## src/rtl/cyc_account_ctrl.sv

```systemverilog
// cyc_account_ctrl: sequencer/arbiter in front of the cycle-accounting counter bank.
// Turns core-side "switch" (retarget the incrementing counter) and "sample" (tear-free
// 64-bit read) operations into bank port cycles, sharing the single port with the CSR
// file, which always wins.
//
// Ports:
//   clk_i, rst_ni                 clock, asynchronous active-low reset
//   op_valid_i/op_ready_o         operation handshake (op_sample_i: 1 = sample, 0 = switch)
//   op_idx_i                      target counter index
//   rsp_valid_o/rsp_data_o/rsp_err_o  one-cycle completion pulse with held data/error
//   sw_req_i/sw_addr_i/sw_we_i/sw_wdata_i/sw_rdata_o  CSR file access path
//   cnt_addr_o/cnt_we_o/cnt_wdata_o/cnt_rdata_i       bank port (combinational read)
//
// XLEN stands in for the core configuration width and selects the 32/64-bit read sequence.

package cyc_account_ctrl_pkg;

    localparam logic [11:0] CSR_CNT_STATUS = 12'h7C0;
    localparam logic [11:0] CSR_CNT_DATA   = 12'h7C1;
    localparam logic [11:0] CSR_CNT_DATA_H = 12'h7C2;

    // Bank status word layout: bits[31:16] enabled counter, bits[15:0] selected counter
    typedef struct packed {
        logic [15:0] en;
        logic [15:0] sel;
    } cnt_status_t;

endpackage

module cyc_account_ctrl
    import cyc_account_ctrl_pkg::*;
#(
    parameter int unsigned XLEN           = 64,
    parameter int unsigned CycAccountRegs = 8
) (
    input  logic            clk_i,
    input  logic            rst_ni,
    input  logic            op_valid_i,
    output logic            op_ready_o,
    input  logic            op_sample_i,
    input  logic [3:0]      op_idx_i,
    output logic            rsp_valid_o,
    output logic [63:0]     rsp_data_o,
    output logic            rsp_err_o,
    input  logic            sw_req_i,
    input  logic [11:0]     sw_addr_i,
    input  logic            sw_we_i,
    input  logic [XLEN-1:0] sw_wdata_i,
    output logic [XLEN-1:0] sw_rdata_o,
    output logic [11:0]     cnt_addr_o,
    output logic            cnt_we_o,
    output logic [XLEN-1:0] cnt_wdata_o,
    input  logic [XLEN-1:0] cnt_rdata_i
);

    typedef enum logic [2:0] {
        IDLE,
        WR_STAT,
        RD_H1,
        RD_L,
        RD_H2,
        RESP
    } state_e;

    state_e      state_q, state_d;
    cnt_status_t status_q, status_d;
    logic        sample_q, sample_d;
    logic [3:0]  idx_q, idx_d;
    logic [31:0] lo_q, lo_d;
    logic [31:0] hi1_q, hi1_d;
    logic        rsp_valid_q, rsp_valid_d;
    logic [63:0] rsp_data_q, rsp_data_d;
    logic        rsp_err_q, rsp_err_d;

    cnt_status_t stat_new;
    logic        sw_stat_ok;

    // Status word the FSM writes: switch retargets en, sample retargets sel
    assign stat_new = sample_q ? {status_q.en, 16'(idx_q)} : {16'(idx_q), status_q.sel};

    // Same acceptance rule the bank applies to status writes
    assign sw_stat_ok = (32'(sw_wdata_i[31:16]) < CycAccountRegs) &&
                        (32'(sw_wdata_i[15:0])  < CycAccountRegs);

    assign op_ready_o  = (state_q == IDLE);
    assign sw_rdata_o  = cnt_rdata_i;
    assign rsp_valid_o = rsp_valid_q;
    assign rsp_data_o  = rsp_data_q;
    assign rsp_err_o   = rsp_err_q;

    // State and datapath registers
    always_ff @(posedge clk_i or negedge rst_ni) begin
        if (!rst_ni) begin
            state_q     <= IDLE;
            status_q    <= '0;
            sample_q    <= 1'b0;
            idx_q       <= '0;
            lo_q        <= '0;
            hi1_q       <= '0;
            rsp_valid_q <= 1'b0;
            rsp_data_q  <= '0;
            rsp_err_q   <= 1'b0;
        end else begin
            state_q     <= state_d;
            status_q    <= status_d;
            sample_q    <= sample_d;
            idx_q       <= idx_d;
            lo_q        <= lo_d;
            hi1_q       <= hi1_d;
            rsp_valid_q <= rsp_valid_d;
            rsp_data_q  <= rsp_data_d;
            rsp_err_q   <= rsp_err_d;
        end
    end

    // Next-state, port mux and capture logic.
    // A CSR access stalls only the states that need the bank; IDLE (accept only
    // latches) and RESP (no bank access) proceed so the response stays one cycle.
    always_comb begin
        state_d     = state_q;
        status_d    = status_q;
        sample_d    = sample_q;
        idx_d       = idx_q;
        lo_d        = lo_q;
        hi1_d       = hi1_q;
        rsp_valid_d = 1'b0;
        rsp_data_d  = rsp_data_q;
        rsp_err_d   = rsp_err_q;
        cnt_addr_o  = '0;
        cnt_we_o    = 1'b0;
        cnt_wdata_o = '0;

        if (sw_req_i) begin
            cnt_addr_o  = sw_addr_i;
            cnt_we_o    = sw_we_i;
            cnt_wdata_o = sw_wdata_i;
            if (sw_we_i && (sw_addr_i == CSR_CNT_STATUS) && sw_stat_ok) begin
                status_d = cnt_status_t'(sw_wdata_i[31:0]);
            end
        end

        case (state_q)
            IDLE: begin
                if (op_valid_i) begin
                    if (32'(op_idx_i) >= CycAccountRegs) begin
                        state_d     = RESP;
                        rsp_valid_d = 1'b1;
                        rsp_data_d  = '0;
                        rsp_err_d   = 1'b1;
                    end else begin
                        sample_d = op_sample_i;
                        idx_d    = op_idx_i;
                        state_d  = WR_STAT;
                    end
                end
            end
            WR_STAT: begin
                if (!sw_req_i) begin
                    cnt_we_o    = 1'b1;
                    cnt_addr_o  = CSR_CNT_STATUS;
                    cnt_wdata_o = XLEN'(stat_new);
                    status_d    = stat_new;
                    if (sample_q) begin
                        state_d = (XLEN == 64) ? RD_L : RD_H1;
                    end else begin
                        state_d     = RESP;
                        rsp_valid_d = 1'b1;
                        rsp_data_d  = '0;
                        rsp_err_d   = 1'b0;
                    end
                end
            end
            RD_H1: begin
                if (!sw_req_i) begin
                    cnt_addr_o = CSR_CNT_DATA_H;
                    hi1_d      = cnt_rdata_i[31:0];
                    state_d    = RD_L;
                end
            end
            RD_L: begin
                if (!sw_req_i) begin
                    cnt_addr_o = CSR_CNT_DATA;
                    lo_d       = cnt_rdata_i[31:0];
                    if (XLEN == 64) begin
                        state_d     = RESP;
                        rsp_valid_d = 1'b1;
                        rsp_data_d  = 64'(cnt_rdata_i);
                        rsp_err_d   = 1'b0;
                    end else begin
                        state_d = RD_H2;
                    end
                end
            end
            RD_H2: begin
                if (!sw_req_i) begin
                    cnt_addr_o = CSR_CNT_DATA_H;
                    // High word moved between reads: low word may have wrapped, re-read it
                    if (cnt_rdata_i[31:0] == hi1_q) begin
                        state_d     = RESP;
                        rsp_valid_d = 1'b1;
                        rsp_data_d  = {cnt_rdata_i[31:0], lo_q};
                        rsp_err_d   = 1'b0;
                    end else begin
                        hi1_d   = cnt_rdata_i[31:0];
                        state_d = RD_L;
                    end
                end
            end
            RESP: begin
                state_d = IDLE;
            end
            default: begin
                state_d = IDLE;
            end
        endcase
    end

endmodule

```

## config.mk

```make
export PLATFORM = sky130hd
export DESIGN_NAME = cyc_account_ctrl
export DESIGN_NICKNAME = d
export VERILOG_FILES = /design/src/rtl/cyc_account_ctrl.sv
export SDC_FILE = /design/constraint.sdc
export NUM_CORES = 1
export LEC_CHECK = 0
export ABC_CLOCK_PERIOD_IN_PS = 3700
export CORE_MARGIN = 2
export CORE_UTILIZATION = 43
export CTS_CLUSTER_SIZE = 40
export DETAILED_ROUTE_END_ITERATION = 8
export HOLD_SLACK_MARGIN = 0.15
export MAX_ROUTING_LAYER = met4
export PLACE_DENSITY_LB_ADDON = 0.12
export SETUP_SLACK_MARGIN = 0.5
export SLEW_MARGIN = 20
export SYNTH_ARGS = -nofsm -noshare
export SYNTH_HDL_FRONTEND = slang
export SYNTH_SLANG_ARGS = --single-unit
```

## constraint.sdc

```tcl
create_clock -name clk_i -period 3.7 [get_ports clk_i]
set_input_delay 1.11 -clock clk_i [delete_from_list [all_inputs] [get_ports clk_i]]
set_output_delay 1.11 -clock clk_i [all_outputs]
set_load 0.01 [all_outputs]
```

==> out/metrics.csv <==
metric;value;unit
Critical Path Max Stage Delay;460;ps
Max Fclk;314.4;MHz
cells on worst reg2reg path;6;
hold path start;lo_q[30]$_DFFE_PN0P_;
Yosys reg bits;170;
status;finished, final reports clean;
vias in the first global route;7051;
top-area cell type share of the netlist area;49.11;%
Final Hold Vio Count;0;
Worst Setup Start Kind;primary input;
Die Ht;145.9;µm
initial DRC count;285;
Global Route Usage Sum;25.19;%
site row count;51;
dominant cell type by area after synthesis;dfrtp_1;
worst hold path endpoint;lo_q[30]$_DFFE_PN0P_;
WP buf/inv;3;
Crit path required time;3990;ps
Initial Util;44.22;%
busiest grt layer;met2;
Reg-to-Reg End;rsp_data_o[59]$_DFFE_PN0P_;
Hold-fix buffers, CTS;0;
CTS root buf;clkbuf_16;
combined area of the multi-input logic cells;3772;µm²
Core ar.;19590;µm²
largest delay contributor family on the critical path;buffers and inverters;
CP Capture Type;flip-flop;
Power Dens Cells;617.5;nW/µm²
Post-Syn Instances;734;
vias per cell;5.234;
P&R area growth vs syn;50.51;%
Worst Hold Depth;1;
fraction of layout instances using a drive strength above 1;13.58;%
Final GP Congestion;0.8103;
routing usage on met1;29.69;%
Die ar.;21300;µm²
area post-placement;12260;µm²
mapped cell area;8662;µm²
CP arrival;3480;ps
TritonRoute pass-1 iters;4;
first-pass GRT wire length;40.94;mm
R2R Path Start;sample_q$_DFFE_PN0P_;
TritonCTS buffer count;17;
CTS sink count;170;
# H-tree levels;4;
grt total ovfl;0;
Area contributors post-synth;dfrtp_1 (49%), mux2_1 (17%), a22o_1 (8.9%);
IO Pins;358;
worst setup margin;518.9;ps
Max VDD drop;357.5;µV
worst skew pair latency;420;ps
Avg Inst Size Synth;11.80;µm²
# DRC;0;
DR vias;7013;
CTS tree;yes;
Die X;145.9;µm
worst path cell trace;clkdlybuf4s50_1 -> xor2_1 -> nor4_2 -> buf_4 -> nand4_1 -> nor2_4 -> a31oi_4 -> clkbuf_16 -> mux2_1;
flip-flop and latch area;4255;µm²
# nets final;1206;
FILL cells;1621;
final setup TNS;0;ps
Slew @ Worst Pin;855.5;ps
critical path type;in -> reg;
Buffers on Ports;357;
Final Skew;8.398;ps
R2R setup slack;990;ps
met2 usage;42.12;%
count of cell types in the netlist;41;
Slowest-stage cell, CP;clkdlybuf4s50_1;
max_slew headroom;42.96;%
largest fanout on the critical path;6;
Ys Warns;0;
Post-Place Worst Slack;12.21;ps
syn_nets;884;
register area share after synthesis;49.11;%
largest net degree at the start of global routing;78;
post-route cell area;13040;µm²
Setup violations, final;0;
clock-pin slew on the worst setup and hold paths;60;ps
fin. max-slew vios;0;
leakage;6.293;nW
Post-DP HPWL;18.91;mm
Post-DRT Antenna Nets;0;
Max Cap Viol;0;
RSZ-0062 raised after global routing;true;
WL/cell;20.79;µm
grt met3 use;5.172;%
crit share post-route;85.98;%
HP Class;reg -> reg;
Clock Path Buffers;2;
initial antenna violation count;7;
Final min period;3181;ps
final WL;27.86;mm
[Yosys cell counts, drive strengths merged]
library cell,count
dfrtp,170
mux2,131
a22o,88
buf,82
and2,40
xor2,32
clkbuf,31
and3,26
nand2,26
inv,16
a21oi,15
nor4,13
o21ai,13
mux2i,8
nor2,8
o22ai,7
nor2b,5
nand3,4
nand4,4
nor3,3
nor4b,3
or4,2
a211o,1
a21o,1
a31oi,1
nand2b,1
o21bai,1
o311ai,1
xnor2,1
[worst max path at each step]
stage	start	end	slack, ps	cells after the start
6_report	cnt_rdata_i[18]	rsp_data_o[35]$_DFFE_PN0P_	520	9
5_1_grt	cnt_rdata_i[18]	rsp_data_o[3]$_DFFE_PN0P_	430	9
4_1_cts	sw_req_i	cnt_addr_o[0]	420	6
3_5_place_dp	cnt_rdata_i[6]	rsp_data_o[63]$_DFFE_PN0P_	10	8
3_3_place_gp	cnt_rdata_i[6]	rsp_data_o[1]$_DFFE_PN0P_	50	8
2_1_floorplan	sw_req_i	cnt_wdata_o[23]	510	6
[layer usage]
metal,part of all wire [%],wire length (µm)
met3,5.2,1452
met5,0,0
met1,40,11220
met2,52,14540
met4,2.3,643
[cells by family (layout without fill, tap and decap cells)]
| logic type | Yosys count | after routing | share of synthesized area (%) |
|---|---|---|---|
| flops | 170 | 170 | 49.11 |
| other cells | 0 | 7 | 0 |
| compound gates | 128 | 129 | 11.47 |
| mux | 139 | 139 | 17.95 |
| xor+xnor | 33 | 33 | 3.337 |
| simple gates | 135 | 135 | 9.346 |
| buf+inv | 129 | 462 | 8.782 |
[what timing repair did]
| action | in CTS | in global routing |
|---|---|---|
| gates cloned | 4 | 9 |
| pin swaps | 2 | 13 |
| setup buffers | 3 | 6 |
| gates resized for setup | 207 | 58 |
| endpoints found under the setup margin | 204 | 145 |
[area by class of cell]
type / count / share of cell area (%)
flip-flops and latches: 170 / 32.64
diodes: 7 / 0.1344
repair buffers: 415 / 30.85
well taps: 265 / 2.543
clock inverters: 8 / 0.9213
multi-input cells: 436 / 28.93
clock buffers: 23 / 3.512
inverters: 16 / 0.4607
[state kept, by name, indices dropped and copies added (netlist names)]
name / cells
rsp_data_o: 64
idx_q: 4
rsp_valid_o: 1
status_q: 32
lo_q: 32
rsp_err_o: 1
sample_q: 1
state_q: 3
hi1_q: 32
[stage by stage]
| step | hold WS, ps | util [%] | std cells | power, mW |
|---|---|---|---|---|
| finish | 485.9 | 66.55 | 1340 | 8.051 |
| global route | 494.8 | 66.55 | 1340 | 8.481 |
| CTS | 490.1 | 65.45 | 1318 | 7.858 |
| detailed placement | 475.6 | 62.60 | 1280 | 6.078 |
| global placement | 467.8 | 62.60 | 1280 | 6.001 |
| floorplan | 459.0 | - | 734 | 4.592 |
[cells in the final DEF, fill, tap and decap left out, types with 3 or more instances in the layout]
master	count
a21oi_1	14
a22o_1	88
and2_1	36
and3_1	25
buf_12	8
buf_2	12
buf_4	35
buf_6	9
bufinv_16	3
clkbuf_1	5
clkbuf_16	22
clkbuf_2	17
clkdlybuf4s15_1	7
clkdlybuf4s50_1	198
clkinv_2	3
dfrtp_1	169
diode_2	7
dlygate4sd2_1	113
dlymetal6s2s_1	7
inv_1	12
inv_2	4
mux2_1	131
mux2i_1	8
nand2_1	24
nand3_1	4
nor2_1	4
nor2_4	4
nor2b_1	5
nor4_1	8
nor4_2	4
nor4b_1	3
o21ai_1	11
o22ai_1	7
xor2_1	32
[report_power, final]
group,switching [mW],internal (mW)
registers,0.426,2.53
logic,1.52,1.80
clock network,0.700,1.07
total,2.65,5.40
Note: power is estimated with default switching activity, not from simulation.
